`config.mk`:
```
export PLATFORM = sky130hd
export DESIGN_NAME = instruction_fetch
export DESIGN_NICKNAME = d
export VERILOG_FILES = /design/src/rtl/instruction_fetch.sv
export SDC_FILE = /design/constraint.sdc
export NUM_CORES = 1
export LEC_CHECK = 0
export ABC_AREA = 1
export CAP_MARGIN = 20
export CORE_MARGIN = 1
export CORE_UTILIZATION = 40
export CTS_BUF_LIST = sky130_fd_sc_hd__clkbuf_4 sky130_fd_sc_hd__clkbuf_8 sky130_fd_sc_hd__clkbuf_16
export CTS_CLUSTER_DIAMETER = 120
export DETAILED_ROUTE_END_ITERATION = 8
export MAX_ROUTING_LAYER = met4
export PLACE_DENSITY_LB_ADDON = 0.08
export SKIP_LAST_GASP = 1
export SYNTH_ARGS = -nofsm -noshare
export SYNTH_HDL_FRONTEND = slang
export SYNTH_SLANG_ARGS = --single-unit
```
`constraint.sdc`:
```
create_clock -name clk -period 1.89 [get_ports clk]
set_clock_uncertainty 0.15 [all_clocks]
set_input_delay 0.2835 -clock clk [delete_from_list [all_inputs] [get_ports clk]]
set_output_delay 0.2835 -clock clk [all_outputs]
set_load 0.005 [all_outputs]
```
`src/rtl/instruction_fetch.sv`:
```
// IF stage and IF/ID pipeline register: PC, req/valid instruction-memory fetch, branch redirect.
// Optional fetch/bubble performance counters are built when FETCH_PERF_CNT_EN is defined.
module instruction_fetch #(
  parameter logic [31:0] RESET_PC = 32'h0000_0000
) (
  input  logic        clk,
  input  logic        rst_n,
  output logic        imem_req,
  output logic [31:0] imem_addr,
  input  logic        imem_valid,
  input  logic [31:0] imem_rdata,
  input  logic        stall,
  input  logic        flush,
  input  logic        branch_taken,
  input  logic [31:0] branch_pc4,
  input  logic [31:0] branch_imm_ext,
  output logic        if_id_valid,
  output logic [31:0] if_id_instr,
  output logic [31:0] if_id_pc4,
  output logic [15:0] if_id_imm,
  output logic [31:0] perf_fetch_cnt,
  output logic [31:0] perf_bubble_cnt
);

  typedef enum logic [1:0] {
    IDLE,
    REQ,
    HOLD,
    DROP
  } state_t;

  state_t      state_q, state_d;
  logic [31:0] pc_q, pc_d;
  logic [31:0] redirect_q, redirect_d;
  logic [31:0] hold_buf_q, hold_buf_d;
  logic        req_q, req_d;
  logic        valid_q, valid_d;
  logic [31:0] instr_q, instr_d;
  logic [31:0] pc4_q, pc4_d;

  logic [31:0] pc_plus4;
  logic [31:0] target;
  logic        new_word;
  logic [31:0] new_instr;

  assign pc_plus4 = pc_q + 32'd4;
  assign target   = branch_pc4 + (branch_imm_ext << 2);

  always_comb begin
    state_d    = state_q;
    pc_d       = pc_q;
    redirect_d = redirect_q;
    hold_buf_d = hold_buf_q;
    new_word   = 1'b0;
    new_instr  = imem_rdata;

    case (state_q)
      IDLE: state_d = REQ;
      REQ: begin
        if (imem_valid) begin
          if (branch_taken) begin
            pc_d = target;
          end else if (!stall) begin
            new_word = 1'b1;
            pc_d     = pc_plus4;
          end else begin
            hold_buf_d = imem_rdata;
            state_d    = HOLD;
          end
        end else if (branch_taken) begin
          redirect_d = target;
          state_d    = DROP;
        end
      end
      HOLD: begin
        // A redirect wins over a stalled word parked in the buffer.
        if (branch_taken) begin
          pc_d    = target;
          state_d = REQ;
        end else if (!stall) begin
          new_word  = 1'b1;
          new_instr = hold_buf_q;
          pc_d      = pc_plus4;
          state_d   = REQ;
        end
      end
      DROP: begin
        // The old request must still complete before fetching at the redirect target.
        if (imem_valid) begin
          pc_d    = branch_taken ? target : redirect_q;
          state_d = REQ;
        end else if (branch_taken) begin
          redirect_d = target;
        end
      end
      default: state_d = IDLE;
    endcase

    req_d = (state_d == REQ) || (state_d == DROP);

    valid_d = 1'b0;
    instr_d = instr_q;
    pc4_d   = pc4_q;
    if (flush || branch_taken) begin
      valid_d = 1'b0;
    end else if (stall) begin
      valid_d = valid_q;
    end else if (new_word) begin
      valid_d = 1'b1;
      instr_d = new_instr;
      pc4_d   = pc_plus4;
    end
  end

  always_ff @(posedge clk or negedge rst_n) begin
    if (!rst_n) begin
      state_q    <= IDLE;
      pc_q       <= RESET_PC;
      redirect_q <= 32'h0;
      hold_buf_q <= 32'h0;
      req_q      <= 1'b0;
      valid_q    <= 1'b0;
      instr_q    <= 32'h0;
      pc4_q      <= 32'h0;
    end else begin
      state_q    <= state_d;
      pc_q       <= pc_d;
      redirect_q <= redirect_d;
      hold_buf_q <= hold_buf_d;
      req_q      <= req_d;
      valid_q    <= valid_d;
      instr_q    <= instr_d;
      pc4_q      <= pc4_d;
    end
  end

  assign imem_req    = req_q;
  assign imem_addr   = pc_q;
  assign if_id_valid = valid_q;
  assign if_id_instr = instr_q;
  assign if_id_pc4   = pc4_q;
  assign if_id_imm   = instr_q[15:0];

`ifdef FETCH_PERF_CNT_EN
  logic [31:0] fetch_cnt_q, fetch_cnt_d;
  logic [31:0] bubble_cnt_q, bubble_cnt_d;
  logic        fetch_inc;
  logic        bubble_inc;

  // A bubble is any edge where IF/ID neither holds under stall nor takes a new word.
  always_comb begin
    fetch_inc    = new_word && !flush && !branch_taken && !stall;
    bubble_inc   = !fetch_inc && !(stall && !flush && !branch_taken);
    fetch_cnt_d  = fetch_cnt_q + {31'd0, fetch_inc};
    bubble_cnt_d = bubble_cnt_q + {31'd0, bubble_inc};
  end

  always_ff @(posedge clk or negedge rst_n) begin
    if (!rst_n) begin
      fetch_cnt_q  <= 32'h0;
      bubble_cnt_q <= 32'h0;
    end else begin
      fetch_cnt_q  <= fetch_cnt_d;
      bubble_cnt_q <= bubble_cnt_d;
    end
  end

  assign perf_fetch_cnt  = fetch_cnt_q;
  assign perf_bubble_cnt = bubble_cnt_q;
`else
  assign perf_fetch_cnt  = 32'h0;
  assign perf_bubble_cnt = 32'h0;
`endif

endmodule

```
---- Yosys cells after proc, flatten, opt, wreduce, memory -nomap -nowiden ----
Cells that the tools add are included.
operators by class
  reductions and logical operators ........ 9
  $add $sub $neg .......................... 2
  mux-type cells .......................... 23
  equal/unequal tests ..................... 8
  bitwise logic cells ..................... 4
operators with widths
  operator               count
  $mux 32                7
  $pmux 32 s3            1
  $add 32x3->32 const B  1
  $add 32x32->32         1
  $mux 2                 7
  $pmux 2 s4             1
  $eq 2x2->1 const B     3
  $mux 1                 6
  $reduce_and 3->1       2
  $eq 2x1->1 const B     2
  $ne 2x2->1 const B     2
  $not 1->1              4
  $reduce_and 4->1       1
  $reduce_bool 3->1      1
  $logic_not 2->1        1
  $logic_or 1x1->1       2
  $ne 2x1->1 const B     1
  $pmux 1 s2             1
  $reduce_and 2->1       1
  $reduce_or 2->1        1
storage, ports and cells
  bits in registers ....................... 164
  input port bits ......................... 102
  logic and storage cells ................. 54
  output and inout port bits .............. 178

---- Logic depth before layout (Yosys ltp) ----
Gate-level depths: netlist (run 1).
  word-level depth ........................ 7
  gate-level depth with buffers ........... 14
  gate-level depth less buffers ........... 14

---- Worst setup path before layout (run 1) ----
No wires, ideal clock.
  kind .................................... input-to-reg
  from .................................... input branch_pc4[2]
  to ...................................... register redirect_q[16]
  library setup time ...................... 0.083 ns
  stages .................................. 11
  data arrival time ....................... 1.723 ns
  slack ................................... -0.066 ns
  path buffers ............................ 0
  path through ............................ ha_1 > fa_1 > nand3_1 > nand2_1 > nand3_1 > nand2_1 > nand2_1 > nand3_1 > a21oi_1 > o21ai_0 > o21ai_0
between the ends
  word-level cells in the longest chain between the ends .. 2
ends and longest elaborated chain
  element                 RTL line  source
  start: declaration      15        input logic [31:0] branch_pc4,
  $add 32x32->32          47        assign target = branch_pc4 + (branch_imm_ext << 2);
  $mux 32                 70, 92
  end signal: assignment  128       redirect_q <= redirect_d;
  end: declaration        34        logic [31:0] redirect_q, redirect_d;
No other way between the ends.
A chain may end at the register's enable or synchronous reset.

---- Worst setup path after layout (run 1) ----
  from .................................... register state_q[1]
  to ...................................... register instr_q[1], in the netlist if_id_instr[1]
between the ends
  word-level cells in the longest chain between the ends .. 3
ends and longest elaborated chain
  element                                          RTL line  source
  start: declaration                               32        state_t state_q, state_d;
  start signal: assignment                         126       state_q <= state_d;
  $eq 2x2->1 / $eq 2x1->1 (equally long branches)  57        case (state_q)
  $pmux 1 s2                                       57
  $reduce_and 3->1 (no line)                       -
  end signal: assignment                           132       instr_q <= instr_d;
  end: declaration                                 38        logic [31:0] instr_q, instr_d;
Several ways; a longest one is shown, not always the timed one.

==> qor.txt, run 1 <==
Period utilization: 1.05
FF-to-FF path depth: 8
Pre-CTS setup slack: -0.673 ns
Placed instance count: 2,108
Clock sinks: 163
Final ANT Viol Nets: 0
Worst setup EP type: register
Global-route wire length before repair: 52,800 um
Critical path capture point: if_id_instr[1]
Reg2Reg Setup Slack: -0.09 ns
Synthesis warning total: 0
Avg WL per Cell: 16.4 um
Largest family of logic cells by synthesized area: simple AND/OR/NAND/NOR gates
Worst Path Max Fanout: 8
Data arrival, critical path: 2.13 ns
Hold Worst Slack: 0.0918 ns
GPL Wtd Cong: 0.936
Mux share of post-synthesis cell area: 0
N_diodes: 0
Critical Path Source: state_q[1]
Fmax: 506 MHz
Die Span Y: 163 um
Crit path required time: 2.05 ns
Syn Std Cell Area: 10,400 um^2
Largest vdd supply drop: 0.701 mV
Top cell type by total area after synthesis: dfrtp_1
Detail Placement HPWL: 24,600 um
Effective utilization at floorplan: 0.410
RSZ-0062 raised after global routing: true
Post-Synth Adder-Cell Area: 0.0428
M1 WL: 15,700 um
Largest net degree at the start of global routing: 63
Fin. Hold Viols: 0
Placement Rows: 58
Xor/xnor share of the synthesized area: 0.0244
Initial drt markers: 710
Status: complete, but fails checks
Compound-Gate Fraction of Synth Area: 0.138
Synth Area in Simple Gates: 0.256
Count of cell types in the netlist: 45
Sequential share of the synthesized area: 0.392
Routed WL: 36,200 um
I/O pin count: 280
Hold Path Class: input pin to asynchronous set/reset pin
# DRC: 0
FF-to-FF End: if_id_instr[1]
Layout area overhead: 63.8%
Critical R2R Launch: state_q[1]
Nets: 2,000
Later-pin clock latency in the skew report: 0.43 ns
Grt ovf: 0
Seq cells post-synth: 163
Clock transition at the registers of the reported paths: 0.07 ns
Syn_area_per_cell: 7.17 um^2
Count of final setup violators: 81
DR top layer: met4
Via/cell ratio: 4.91
Routed wl met2: 18,500 um
Final worst setup slack: -0.0878 ns
H-tree depth: 4
Number of global-route vias before repair: 10,200
Initial antenna violation count: 0
Max-cap violations: 0
I/O Buffers: 213
Final Power: 0.0216 W
CTS tree: done
Share of the synthesized area in the top cell type: 0.392
Final Max Tran Viols: 0
Pwr dens: 1270 nW/um^2
Core box area: 25,300 um^2
Vias: 10,839
P_leak: 8.60 nW
Share of cells above drive strength 1: 0.317
DR pass1 iterations: 5
Deepest clock path buffer count: 2
Die width: 163 um
Mapped Cells: 1,450
Startpoint Class: register
Tmin final: 1.98 ns
Die Area: 26,600 um^2
Fin area: 17,000 um^2
Non-Filler Instances: 2,206
WS Path Type: register to register
Top cells by area, synth: dfrtp_1, nand2_1, inv_1
Placed Area: 13,800 um^2
Clock Root Buffer: clkbuf_16
Global Route Usage Sum: 0.261
TritonCTS Buffers: 17
Detail Route met3 WL: 1370 um
Failing checks: setup timing
Fill count: 2,198
## layer usage
layer | vias to the layer above | global-route usage
met4 | 0 | 0.0599
met3 | 39 | 0.0302
li1 | 5294 | -
met5 | - | -
met2 | 287 | 0.449
met1 | 5219 | 0.327
## per-stage QoR
| stage | utilization | setup TNS [ns] |
|---|---|---|
| 2_1_floorplan | - | 0 |
| 6_report | 0.672 | -3.59 |
| 4_1_cts | 0.606 | -2.19 |
| 3_5_place_dp | 0.546 | -55.93 |
| 3_3_place_gp | 0.546 | -52.31 |
| 5_1_grt | 0.672 | -10.67 |
## placed cells by master (no fill, tap or decap), types with 31 or more instances in the layout
cell type and n:
nand2_1 391, buf_4 182, inv_1 171, dfrtp_1 155
clkdlybuf4s50_1 137, o21ai_0 86, nand2_2 67, conb_1 64
o21ai_1 51, dlymetal6s2s_1 41, nand3_1 35, buf_6 33
ha_4 32, dlygate4sd2_1 31
## synthesized netlist by cell type (all sizes together)
master	number
fa	1
o22ai	12
nand2	481
a31oi	2
a22oi	5
xnor2	4
o21bai	2
conb	1
o211ai	3
a32oi	3
o221ai	2
clkinv	1
and2	2
ha	34
or2	4
a21oi	61
nor2	68
a21o	2
o22a	1
nand3	54
xor2	25
clkbuf	21
a21boi	9
a211oi	1
inv	186
nand4	11
buf	105
dfrtp	163
a221oi	1
o21ai	160
nor4	1
nand3b	7
nor3	17
## cell families (layout without fill, tap and decap cells)
group / Yosys count / in the layout
xor+xnor: 29 / 29
flops: 163 / 163
fa+ha+maj: 35 / 35
simple gates: 645 / 645
other cells: 1 / 64
compound gates: 264 / 264
buf+inv: 313 / 676
## flip-flops by register name, summed over array words and instances (netlist names)
register and flops:
state_q 1, if_id_valid 1, imem_req 1, hold_buf_q 32
imem_addr 32, if_id_pc4 32, redirect_q 32, if_id_instr 32
## power by group
| part | leakage [nW] | switching, W | total [W] | internal (W) |
|---|---|---|---|---|
| Clock | 0.298 | 0.00160 | 0.00365 | 0.00205 |
| Sequential | 2.01 | 0.00117 | 0.00632 | 0.00515 |
| Combinational | 6.29 | 0.00544 | 0.0116 | 0.00616 |
| Total | 8.60 | 0.00821 | 0.0216 | 0.0134 |
## what timing repair did
item	CTS	global route
resized for setup	197	342
setup buffers	22	28
setup endpoints to repair	117	142
hold buffers	1	0
hold endpoints to repair	163	0
gates cloned	2	15
pin swaps	42	115
## worst min path at each step
stage	startpoint	slack, ns	depth (start not counted)	to
global placement	rst_n	-0.03	1	if_id_instr[9]
detailed placement	rst_n	-0.03	1	if_id_instr[9]
finish	rst_n	0.09	2	if_id_instr[9]
CTS	rst_n	0.08	2	if_id_instr[9]
floorplan	rst_n	-0.16	0	hold_buf_q[0]
global route	rst_n	0.09	2	if_id_instr[2]
## worst max-delay path, cell delays in order (launching register included)
cell and delay (ns):
dfrtp_1 0.41, inv_2 0.09, ha_4 0.27, inv_2 0.04, nor4_4 0.32, bufinv_8 0.29, clkbuf_16 0.18, nand2_2 0.05
o21ai_1 0.06
## layout make-up
class / instances / area, um^2 / area share
Clock inverter: 13 / 160 / 0.00941
Timing Repair Buffer: 456 / 4510 / 0.265
Clock buffer: 19 / 447 / 0.0262
Tap cell: 330 / 413 / 0.0242
Multi-Input combinational cell: 1037 / 6670 / 0.392
Sequential cell: 163 / 4090 / 0.240
Timing Repair inverter: 1 / 11.3 / 0.000661
Inverter: 187 / 726 / 0.0426
Note: power is estimated with default switching activity, not from simulation.
==> run 2, diff against run 1 <==
Settings changed: CORE_UTILIZATION 40 to 45.
==> run 2 against run 1 <==
The flow still finishes with violations (setup timing). Combinational power is 4% higher. First-iteration DRC count is 0.42% lower. Register-to-register slack got worse by 0.08 ns. Via count rose by 2.1%. Sequential power up 2%. Critical path type unchanged. Highest routed layer unchanged.
==> qor.txt, run 2 (synthesized netlist as in run 1, its figures left out) <==
Fill count: 1,677 (-24%)
Commonest non-fill, non-tap cells in the layout: nand2_1, buf_4, inv_1, dfrtp_1, clkdlybuf4s50_1
Register area: 4090 um^2 (+0.12%)
Number of global-route vias before repair: 10,415 (+2.1%)
Via/cell ratio: 5.12 (+4.2%)
RSZ-0062 raised after global routing: true
Worst setup EP type: register
Initial drt markers: 707 (-0.42%)
I/O pin count: 280 (unchanged)
Data arrival, critical path: 2.26 ns (+0.13 ns)
Cell Chain, Critical Path: buf_6 > ha_4 > o211ai_4 > clkinv_4 > clkbuf_16 > nand2_1 > a21oi_1 > a21boi_2
Final ANT Viol Nets: 0 (unchanged)
Worst Path Buf+Inv: 3 (-1)
Global-route wire length before repair: 53,200 um (+0.76%)
I/O Buffers: 213 (unchanged)
Detail Placement HPWL: 23,800 um (-3.3%)
Die Span Y: 154 um (-5.6%)
Nets: 2,001 (+0.050%)
CTS tree: done
Hold Path Class: input pin to asynchronous set/reset pin
Worst Path Max Fanout: 6 (-2)
Final Power: 0.0221 W (+2.3%)
Placement Rows: 55 (-5.2%)
Status: complete, but fails checks
Fmax: 486 MHz (-3.8%)
H-tree depth: 4 (unchanged)
Deepest clock path buffer count: 2 (unchanged)
Max-cap violations: 0 (unchanged)
Critical Path Max Stage Delay: 0.45 ns (+0.04 ns)
TritonCTS Buffers: 17 (unchanged)
Tmin final: 2.06 ns (+0.0792 ns)
Layout area overhead: 63.5%
Clock Root Buffer: clkbuf_16
P_leak: 8.61 nW (+0.15%)
Avg WL per Cell: 17.0 um (+3.9%)
Startpoint Class: register
Grt ovf: 0 (unchanged)
WS Path Type: register to register
Count of final setup violators: 91 (+12%)
Hold Worst Slack: 0.141 ns (+0.0491 ns)
Period utilization: 1.09 (+0.0419)
GPL Wtd Cong: 0.936 (about the same)
Pwr dens: 1300 nW/um^2 (+2.5%)
Commonest non-fill, non-tap cell in the layout: nand2_1
Initial antenna violation count: 0 (unchanged)
Reg2Reg Setup Slack: -0.17 ns (-0.08 ns)
Failing checks: setup timing
Clock transition at the registers of the reported paths: 0.08 ns (about the same)
Routed WL: 36,800 um (+1.8%)
Die width: 154 um (-5.6%)
Share of cells above drive strength 1: 0.316 (-0.000702)
Footprint of the multi-input gates: 6610 um^2 (-0.98%)
Later-pin clock latency in the skew report: 0.43 ns (about the same)
CP delay by family, top: compound AO/OA/AOI/OAI gates
N_diodes: 0 (unchanged)
Global Route Usage Sum: 0.291 (+0.0302)
DR pass1 iterations: 6 (+1)
Die Area: 23,700 um^2 (-11%)
Core box area: 22,600 um^2 (-11%)
Fin. Hold Viols: 0 (unchanged)
Vias: 11,069 (+2.1%)
Slowest-stage cell, CP: dfrtp_2
Final worst setup slack: -0.167 ns (-0.0792 ns)
Clock sinks: 163 (unchanged)
Final Max Tran Viols: 0 (unchanged)
# DRC: 0 (unchanged)
Effective utilization at floorplan: 0.459 (+0.0487)
Largest vdd supply drop: 0.759 mV (+8.3%)
Largest net degree at the start of global routing: 63 (unchanged)
Crit path required time: 2.09 ns (+0.04 ns)
## run 2: cell types whose count changed in the layout (fill, tap and decap cells not counted), sizes merged
cell and change:
clkinvlp +2, bufbuf +1, dlygate4sd2 -4, clkinv +5
clkdlybuf4s50 +11, bufinv -2, buf -3, clkbuf -3
dlymetal6s2s -4, inv -2
## run 2: area by class of cell
| cell class | instances | share of cell area |
|---|---|---|
| sequential | 163 | 0.241 |
| inverter | 187 | 0.0423 |
| clock inverter | 15 | 0.0109 |
| tap | 285 | 0.0210 |
| timing repair inverter | 2 | 0.000810 |
| timing repair buffer | 456 | 0.270 |
| multi-input combinational | 1037 | 0.389 |
| clock buffer | 17 | 0.0250 |
## run 2: final timing paths
path | from | end | depth (start not counted)
max | imem_req | imem_addr[24] | 8
min | rst_n | if_id_instr[21] | 2
max reg2reg | imem_req | imem_addr[24] | 8
min reg2reg | if_id_pc4[8] | if_id_pc4[8] | 2
max in group asynchronous | rst_n | imem_addr[19] | 3
min in group clk | imem_rdata[25] | hold_buf_q[25] | 3
## run 2: timing repair
action	4_1_cts	5_1_grt
hold endpoints to repair	163	0
pin swaps	49	93
resized for setup	181	329
hold buffers	1	0
gates cloned	4	17
buffers inserted	27	27
endpoints found under the setup margin	126	141
## run 2: layer usage
| layer | wire, um | track usage |
|---|---|---|
| met3 | 1920 | 0.0324 |
| met1 | 15200 | 0.351 |
| met4 | 1010 | 0.104 |
| met2 | 18600 | 0.503 |
| met5 | 0 | - |
## run 2: metrics by stage
stage | setup TNS, ns | setup slack (ns) | cell area [um^2] | utilization | cells
detailed placement | -42.78 | -0.652 | 13800 | 0.608 | 2058
global route | -16.91 | -0.247 | 17000 | 0.751 | 2162
finish | -7.21 | -0.167 | 17000 | 0.751 | 2162
floorplan | 0 | 0.00710 | 10600 | - | 1513
global placement | -37.76 | -0.627 | 13800 | 0.608 | 2058
CTS | -1.91 | -0.0571 | 15300 | 0.678 | 2120
## run 2: power breakdown
group          leakage (nW)  internal, W  total [W]  switching (W)
Combinational          6.31      0.00639     0.0121        0.00569
Clock                 0.296      0.00190    0.00356        0.00166
Sequential             2.00      0.00515    0.00642        0.00126
